File: config.mk
export PLATFORM = sky130hd
export DESIGN_NAME = key_debounce_ctrl
export DESIGN_NICKNAME = d
export VERILOG_FILES = /design/src/rtl/key_pkg.sv /design/src/rtl/key_debounce_bit.sv /design/src/rtl/key_debounce_ctrl.sv
export SDC_FILE = /design/constraint.sdc
export NUM_CORES = 1
export LEC_CHECK = 0
export CAP_MARGIN = 20
export CORE_MARGIN = 1.5
export CORE_UTILIZATION = 40
export CTS_CLUSTER_SIZE = 12
export DETAILED_ROUTE_END_ITERATION = 8
export GPL_ROUTABILITY_DRIVEN = 0
export PLACE_DENSITY_LB_ADDON = 0.25
export SETUP_SLACK_MARGIN = 0.05
export SYNTH_ARGS = -nofsm -noshare
export SYNTH_HDL_FRONTEND = slang
export SYNTH_SLANG_ARGS = --single-unit
File: constraint.sdc
create_clock -name clk -period 1.78 [get_ports clk]
set_input_delay 0.267 -clock clk [delete_from_list [all_inputs] [get_ports clk]]
set_output_delay 0.267 -clock clk [all_outputs]
set_load 0.03 [all_outputs]
File: src/rtl/key_pkg.sv
// ---------------------------------------------------------------------------
// key_pkg
// Shared definitions for the push-button debounce controller.
//   KEY_DATA_W      : width of the register slave data bus
//   KEY_ADDR_*      : word addresses of the register map
//   key_idle_level  : raw pin level of a released button for a given polarity
// ---------------------------------------------------------------------------
package key_pkg;

   localparam int KEY_DATA_W = 32;

   localparam logic [1:0] KEY_ADDR_STATE = 2'd0;
   localparam logic [1:0] KEY_ADDR_EVENT = 2'd1;
   localparam logic [1:0] KEY_ADDR_IRQEN = 2'd2;

   // A pull-up button idles high, a pull-down button idles low.
   function automatic logic key_idle_level(input int active_low);
      return (active_low != 0);
   endfunction

endpackage

File: src/rtl/key_debounce_bit.sv
// ---------------------------------------------------------------------------
// key_debounce_bit
// One push-button channel: 2-FF synchroniser, persistence counter, stable
// state and registered press/release pulses.
// Ports:
//   clk, rst     : system clock, synchronous active-high reset
//   key_in       : raw asynchronous pin
//   key_state    : debounced level, 1 = pressed
//   key_press    : one-cycle pulse the cycle after key_state rises
//   key_release  : one-cycle pulse the cycle after key_state falls
// ---------------------------------------------------------------------------
module key_debounce_bit
   import key_pkg::*;
#(
   parameter int DB_CYCLES      = 500000,
   parameter int KEY_ACTIVE_LOW = 1
) (
   input  logic clk,
   input  logic rst,
   input  logic key_in,
   output logic key_state,
   output logic key_press,
   output logic key_release
);

   localparam int              CNT_W      = $clog2(DB_CYCLES);
   localparam logic            IDLE_LEVEL = key_idle_level(KEY_ACTIVE_LOW);
   localparam logic [CNT_W-1:0] CNT_LAST  = CNT_W'(DB_CYCLES - 1);

   logic             sync1;
   logic             sync2;
   logic             sampled;
   logic             state_prev;
   logic [CNT_W-1:0] count;

   // Two-stage synchroniser. Both stages reset to the released pin level so
   // the debouncer sees an idle key straight out of reset.
   always_ff @(posedge clk) begin
      if (rst) begin
         sync1 <= IDLE_LEVEL;
         sync2 <= IDLE_LEVEL;
      end else begin
         sync1 <= key_in;
         sync2 <= sync1;
      end
   end

   // XOR with the idle level turns the pin into "1 = pressed" for either polarity.
   assign sampled = sync2 ^ IDLE_LEVEL;

   // Persistence counter: any sample agreeing with the stable state restarts
   // the count, so only a run of DB_CYCLES disagreeing samples flips the state.
   always_ff @(posedge clk) begin
      if (rst) begin
         count     <= '0;
         key_state <= 1'b0;
      end else if (sampled == key_state) begin
         count <= '0;
      end else if (count == CNT_LAST) begin
         key_state <= ~key_state;
         count     <= '0;
      end else begin
         count <= count + 1'b1;
      end
   end

   // Edge pulses come from comparing the stable state with its previous value;
   // both reset to 0 so leaving reset never looks like an edge.
   always_ff @(posedge clk) begin
      if (rst) begin
         state_prev  <= 1'b0;
         key_press   <= 1'b0;
         key_release <= 1'b0;
      end else begin
         state_prev  <= key_state;
         key_press   <= key_state & ~state_prev;
         key_release <= ~key_state & state_prev;
      end
   end

endmodule

File: src/rtl/key_debounce_ctrl.sv
// ---------------------------------------------------------------------------
// key_debounce_ctrl
// NKEY debounced push-buttons with a small register slave and a level irq.
// Ports:
//   clk, rst                  : system clock, synchronous active-high reset
//   key_in[NKEY]              : raw button pins
//   key_state/press/release   : debounced level and one-cycle edge pulses
//   reg_sel, reg_we, reg_addr : register access strobe, write flag, word address
//   reg_wdata, reg_rdata      : write data, registered read data
//   irq                       : OR of pending enabled press events
// Register map: 0 key_state (RO), 1 event (W1C), 2 irq_en (RW), 3 reads 0.
// ---------------------------------------------------------------------------
module key_debounce_ctrl
   import key_pkg::*;
#(
   parameter int NKEY           = 4,
   parameter int DB_CYCLES      = 500000,
   parameter int KEY_ACTIVE_LOW = 1
) (
   input  logic                  clk,
   input  logic                  rst,
   input  logic [NKEY-1:0]       key_in,
   output logic [NKEY-1:0]       key_state,
   output logic [NKEY-1:0]       key_press,
   output logic [NKEY-1:0]       key_release,
   input  logic                  reg_sel,
   input  logic                  reg_we,
   input  logic [1:0]            reg_addr,
   input  logic [KEY_DATA_W-1:0] reg_wdata,
   output logic [KEY_DATA_W-1:0] reg_rdata,
   output logic                  irq
);

   logic [NKEY-1:0]       event_q;
   logic [NKEY-1:0]       irq_en_q;
   logic [NKEY-1:0]       event_clr;
   logic                  rd_en;
   logic                  wr_irq_en;
   logic [KEY_DATA_W-1:0] rdata_next;
   logic                  unused_wdata;

   // One independent debounce channel per key.
   for (genvar i = 0; i < NKEY; i++) begin : g_key
      key_debounce_bit #(
         .DB_CYCLES      (DB_CYCLES),
         .KEY_ACTIVE_LOW (KEY_ACTIVE_LOW)
      ) u_bit (
         .clk         (clk),
         .rst         (rst),
         .key_in      (key_in[i]),
         .key_state   (key_state[i]),
         .key_press   (key_press[i]),
         .key_release (key_release[i])
      );
   end

   // Write-data bits above NKEY have no storage behind them.
   assign unused_wdata = ^reg_wdata;

   // Access decode: W1C mask for the event register and irq_en write enable.
   always_comb begin
      rd_en     = reg_sel && !reg_we;
      wr_irq_en = reg_sel && reg_we && (reg_addr == KEY_ADDR_IRQEN);
      event_clr = '0;
      if (reg_sel && reg_we && (reg_addr == KEY_ADDR_EVENT)) begin
         event_clr = reg_wdata[NKEY-1:0];
      end
   end

   // Read mux; unused upper bits and the spare address return zero.
   always_comb begin
      rdata_next = '0;
      case (reg_addr)
         KEY_ADDR_STATE: rdata_next[NKEY-1:0] = key_state;
         KEY_ADDR_EVENT: rdata_next[NKEY-1:0] = event_q;
         KEY_ADDR_IRQEN: rdata_next[NKEY-1:0] = irq_en_q;
         default:        rdata_next = '0;
      endcase
   end

   // Register file and interrupt. The press pulse is OR-ed in after the clear
   // mask so a press landing on the same cycle as a W1C keeps the flag set.
   always_ff @(posedge clk) begin
      if (rst) begin
         event_q   <= '0;
         irq_en_q  <= '0;
         reg_rdata <= '0;
         irq       <= 1'b0;
      end else begin
         event_q <= (event_q & ~event_clr) | key_press;
         if (wr_irq_en) begin
            irq_en_q <= reg_wdata[NKEY-1:0];
         end
         if (rd_en) begin
            reg_rdata <= rdata_next;
         end
         irq <= |(event_q & irq_en_q);
      end
   end

endmodule

# After elaboration in Yosys (flattened, before gate mapping)
# Index checks and enable logic that the tools add are counted.
# word_totals
output_inout_bits	45
wordCells	91
regBits	113
in_bits	42
# classes
bitwise	28
n_reduce_logical	15
n_mux	2
addsub	4
n_eq_ne	10
# ops
op	n
adder 19 x 1 -> 19 bit (second input constant)	4
== test 19 bit (second input constant)	4
NOT 1 bit	16
case mux 4 bit (3 select lines)	1
OR reduction 3 bit	4
bitwise AND 1 bit	8
bitwise AND 4 bit	2
AND reduction 2 bit	4
== test 1 bit	4
logical AND 1 bit	4
2-to-1 mux 4 bit	1
NOT 4 bit	1
bitwise OR 4 bit	1
OR reduction 4 bit	1
== test 2 x 1 -> 1 bit (second input constant)	1
== test 2 bit (second input constant)	1
logical NOT 2 bit	1
logical NOT 1 bit	1

# Depth between registers and ports, before layout
# depth
word_depth	6
depth_mapped	7
depth_no_buf	5

# By module
# A second synthesis with hierarchy kept.
# hier_totals
hier_cells	557
hier_area_um2	5146.2
# modules_own_cells
mod	area_each_um2	instances	cells_per_inst
key_debounce_bit	1074.8	4	116
key_debounce_ctrl	847.1	1	93

# Worst setup path after synthesis
# OpenSTA, ideal clock, no wires.
# synth_timing
kind	register to register
start	register g_key[1].u_bit.count[14]
end	register g_key[1].u_bit.count[14]
path_stages_with_launch	8
required_time_ns	1.665
arrival_ns	1.792
setup_slack_ns	-0.127
cell_sequence	dfxtp_1 buf_2 or4b_2 nor4_4 a21o_1 buf_6 buf_6 nor2_1
# synth_via
elab_chain_cells	2
# synth_rtl
item	line	text
from (decl)	key_debounce_bit.sv:34	logic [CNT_W-1:0] count;
from (signal assigned)	key_debounce_bit.sv:63	count <= count + 1'b1;
branches (longest 2 deep; another with adder 19 x 1 -> 19 bit)	n/a	
# Several ways; the timed one is not identified.
# A chain may end at the register's enable or synchronous reset.

# Worst setup path after layout
# layout_timing
start	register g_key[3].u_bit.count[10]
end	register g_key[3].u_bit.count[10]
# layout_via
elab_chain_cells	2
# layout_rtl
item	line
from (decl)	key_debounce_bit.sv:34
from (signal assigned)	key_debounce_bit.sv:63
branches (longest 2 deep; another with adder 19 x 1 -> 19 bit)	n/a
# Several ways; the timed one is not identified.

==> key figures <==
Power and ir drop
  • Pleak: approximately 2.3 nW
  • Power per Cell Area: around 940 mW/mm^2
  • Post-route total power: 6.10 mW
  • Peak supply drop: 0.647 mV

Finish
  • Final core area utilization: between 50 and 60%
  • Most common cell after layout, fill and taps aside: dfxtp_1
  • Antenna Cells: 0
  • Share of layout cells above drive strength 1: 19.0%
  • Synth-to-Final Area Change: 28.1%
  • Post-Layout Cell Count: between 800 and 900
  • Most frequent cells in the layout: dfxtp_1, nor2_1, buf_4, xnor2_1, nand2_1
  • Nets: 689
  • Post-route cell area: between 0.006 and 0.007 sq mm

STA
  • RSZ-0062 raised after global routing: yes
  • Max-slew violation count: 0
  • Period utilization: 110%
  • Fin Hold WS: between 0.4 and 0.5 ns
  • Final worst setup slack: -0.173 ns
  • Hold Vio Cnt, Final: 0
  • Setup Skew: ~0.01 ns
  • FMAX: 512 MHz
  • Final Setup Violations: 18
  • Post-route setup TNS: -2.74 ns
  • Min Tclk post-route: slightly below 2 ns

Global routing
  • Pin count of the biggest net entering global routing: 18
  • Gr usage total: ~16%
  • Vias in the first global route: roughly 3800
  • GRT overflow: 0
  • First-pass GRT wire length: 16.7 mm
  • Initial antenna violation count: 0

Clock tree
  • Clock Pin Slew Worst Setup and Hold Paths: ~0.050 ns
  • Root Driver: clkbuf_16
  • CTS tree: yes
  • Hold buffers post-CTS: 0
  • Max H-tree Level: 4
  • CTS Buffer Depth: 2
  • Worst-Skew Late Latency: a little over 0.4 ns
  • Clock sink total: about 110
  • CTS buffer count: 17

Synth
  • Post-synth EDFFs: 0
  • Ys flop type: dfxtp_1
  • Post-synthesis cell type count: between 40 and 50
  • Yosys warns: 0
  • Synthesized area per cell: a little under 9 sq um
  • Seq cells post-synth: between 100 and 150
  • Synthesized cell area: around 0.0051 sq mm
  • Gate Count Post-Synth: between 500 and 600
  • Ys async rst share: 0%
  • Seq/Total Area, Yosys: roughly 45%

Min path
  • Hold_sp: g_key[0].u_bit.state_prev
  • Min-delay worst type: flop to flop
  • Worst Hold Depth: 1
  • Hold endpoint: g_key[0].u_bit.key_press

Route
  • DRC errors left: 0
  • DR WL/cell: approximately 12 microns
  • TritonRoute pass-1 iters: 5
  • Drt total wl: between 10 and 15 mm
  • DR iter-0 viols: between 150 and 200
  • Vias: between 3000 and 4000
  • Drt via density: around 4.8
  • Detail Route Antenna Nets: 0

Outcome
  • Outcome: finished, violations left
  • Failing checks: negative setup slack

Setup path
  • Crit-path max FO: 8
  • CP Data Required Time: roughly 2.1 ns
  • R2R Setup Slk: -0.17 ns
  • Crit path kind: flop to flop
  • Worst EP arrival: approximately 2.3 ns
  • Startpoint types: flop
  • Crit. End Element: flop
  • RR Endpoint: g_key[3].u_bit.count[10]
  • Register-to-Register Path Depth: 5
  • FF-to-FF Start: g_key[3].u_bit.count[10]

Floorplan
  • Die ar.: 0.0133 sq mm
  • Num rows: 40
  • Die span in x: ~120 microns
  • IO Pins: 87
  • CORE AREA: approximately 0.012 sq mm
  • Starting Density: between 40% and 50%
  • Vert. Die Dim: around 120 microns

Place
  • Placed cells: just under 800
  • HPWL after DPL: about 7 mm
  • Post-DP Area: 0.00571 sq mm
  • Pre-CTS WS: -0.117 ns
  • Port Buffer Count: 30

Run
  • Max-cap violations: 0
flip-flops by register name (all words and copies together), names as in the netlist:
name and cells:
event_q 4, g_key.u_bit.count 76, g_key.u_bit.key_press 4, g_key.u_bit.key_release 4, g_key.u_bit.key_state 4, g_key.u_bit.state_prev 4, g_key.u_bit.sync1 4, g_key.u_bit.sync2 4
irq 1, irq_en_q 4, reg_rdata 4
metal layers:
metal / GRT usage, % / vias up / routed length, microns
li1: - / 2049 / -
met1: 19.7 / 1844 / 4770
met2: 25.8 / 68 / 4970
met3: 4.08 / 6 / 347
met4: 7.16 / 0 / 60
met5: 0 / - / 0
power breakdown:
| part | internal [mW] | switching [mW] |
|---|---|---|
| logic | 0.0871 | 0.151 |
| clock network | 2.21 | 1.08 |
| registers | 2.55 | 0.0111 |
| total | 4.85 | 1.24 |
worst max path at each step:
stage	from	to	slack, ns	depth (start not counted)
finish	g_key[3].u_bit.count[10]	g_key[3].u_bit.count[10]	-0.17	5
global route	g_key[3].u_bit.count[10]	g_key[3].u_bit.count[10]	-0.22	5
CTS	g_key[3].u_bit.count[10]	g_key[3].u_bit.key_state	-0.17	5
detailed placement	g_key[3].u_bit.count[10]	g_key[3].u_bit.key_state	-0.12	5
global placement	g_key[3].u_bit.count[10]	g_key[3].u_bit.key_state	-0.11	5
floorplan	g_key[3].u_bit.count[10]	g_key[3].u_bit.count[10]	-0.11	5
repair_timing:
item / in CTS / in global routing
setup buffers: 0 / 3
gates resized for setup: 3 / 25
gates cloned: 0 / 3
pin swaps: 0 / 5
setup endpoints to repair: 21 / 40
worst max-delay path, cell delays in order, from the launching register on:
cell and delay, ns:
dfxtp_2 0.31, or4b_4 0.52, or4_4 0.58, o21bai_4 0.20, clkbuf_16 0.19, nor2_1 0.04
cell usage after synthesis (2+ instances only):
master / number / area share (%)
and4_1: 5 / 0.87
nand2b_1: 3 / 0.37
a31o_2: 2 / 0.35
nor3_1: 18 / 1.8
nor2_1: 90 / 6.7
nand4b_1: 3 / 0.52
or3b_2: 2 / 0.35
nand4_1: 21 / 2.6
o21bai_1: 2 / 0.30
clkbuf_1: 9 / 0.67
a211oi_1: 5 / 0.74
or4b_1: 2 / 0.40
a21oi_1: 23 / 2.3
nand2_1: 30 / 2.2
buf_1: 2 / 0.15
buf_6: 3 / 0.67
nor4bb_1: 2 / 0.40
mux2_2: 2 / 0.45
xnor2_1: 40 / 6.9
nand3_1: 22 / 2.2
nor4_1: 20 / 2.5
inv_1: 14 / 1.0
or4_1: 3 / 0.45
nor2b_1: 10 / 1.2
ha_1: 4 / 0.99
dfxtp_1: 113 / 45
mux2i_1: 10 / 2.0
xor2_1: 18 / 3.1
or4b_2: 2 / 0.40
o31ai_1: 2 / 0.30
or3_1: 7 / 0.87
or2_2: 10 / 1.2
a22oi_1: 2 / 0.30
buf_4: 40 / 5.9
nor3b_1: 6 / 0.89
o21ai_0: 9 / 0.89
logic make-up (layout without fill, tap and decap cells):
logic type / count (synthesis) / count (layout) / share of synthesized area (%)
buffers and inverters: 69 / 127 / 8.56
muxes: 12 / 12 / 2.43
and+or+nand+nor: 262 / 262 / 27.2
adders and majority gates: 4 / 4 / 0.990
DFF: 113 / 113 / 44.7
AOI/OAI and AO/OA: 49 / 49 / 5.96
other: 1 / 28 / 0.0742
xor gates and xnor gates: 58 / 58 / 10.0
final cells by class:
cell class | instances | area (sq um)
clock buffers | 24 | 502
clock inverters | 5 | 77.6
fillers | 1110 | 5690
inverters | 14 | 52.6
multi-input cells | 413 | 2550
flip-flops and latches | 113 | 2270
well taps | 168 | 210
repair buffers | 84 | 816
No activity file was read; power rests on OpenSTA's default activity.
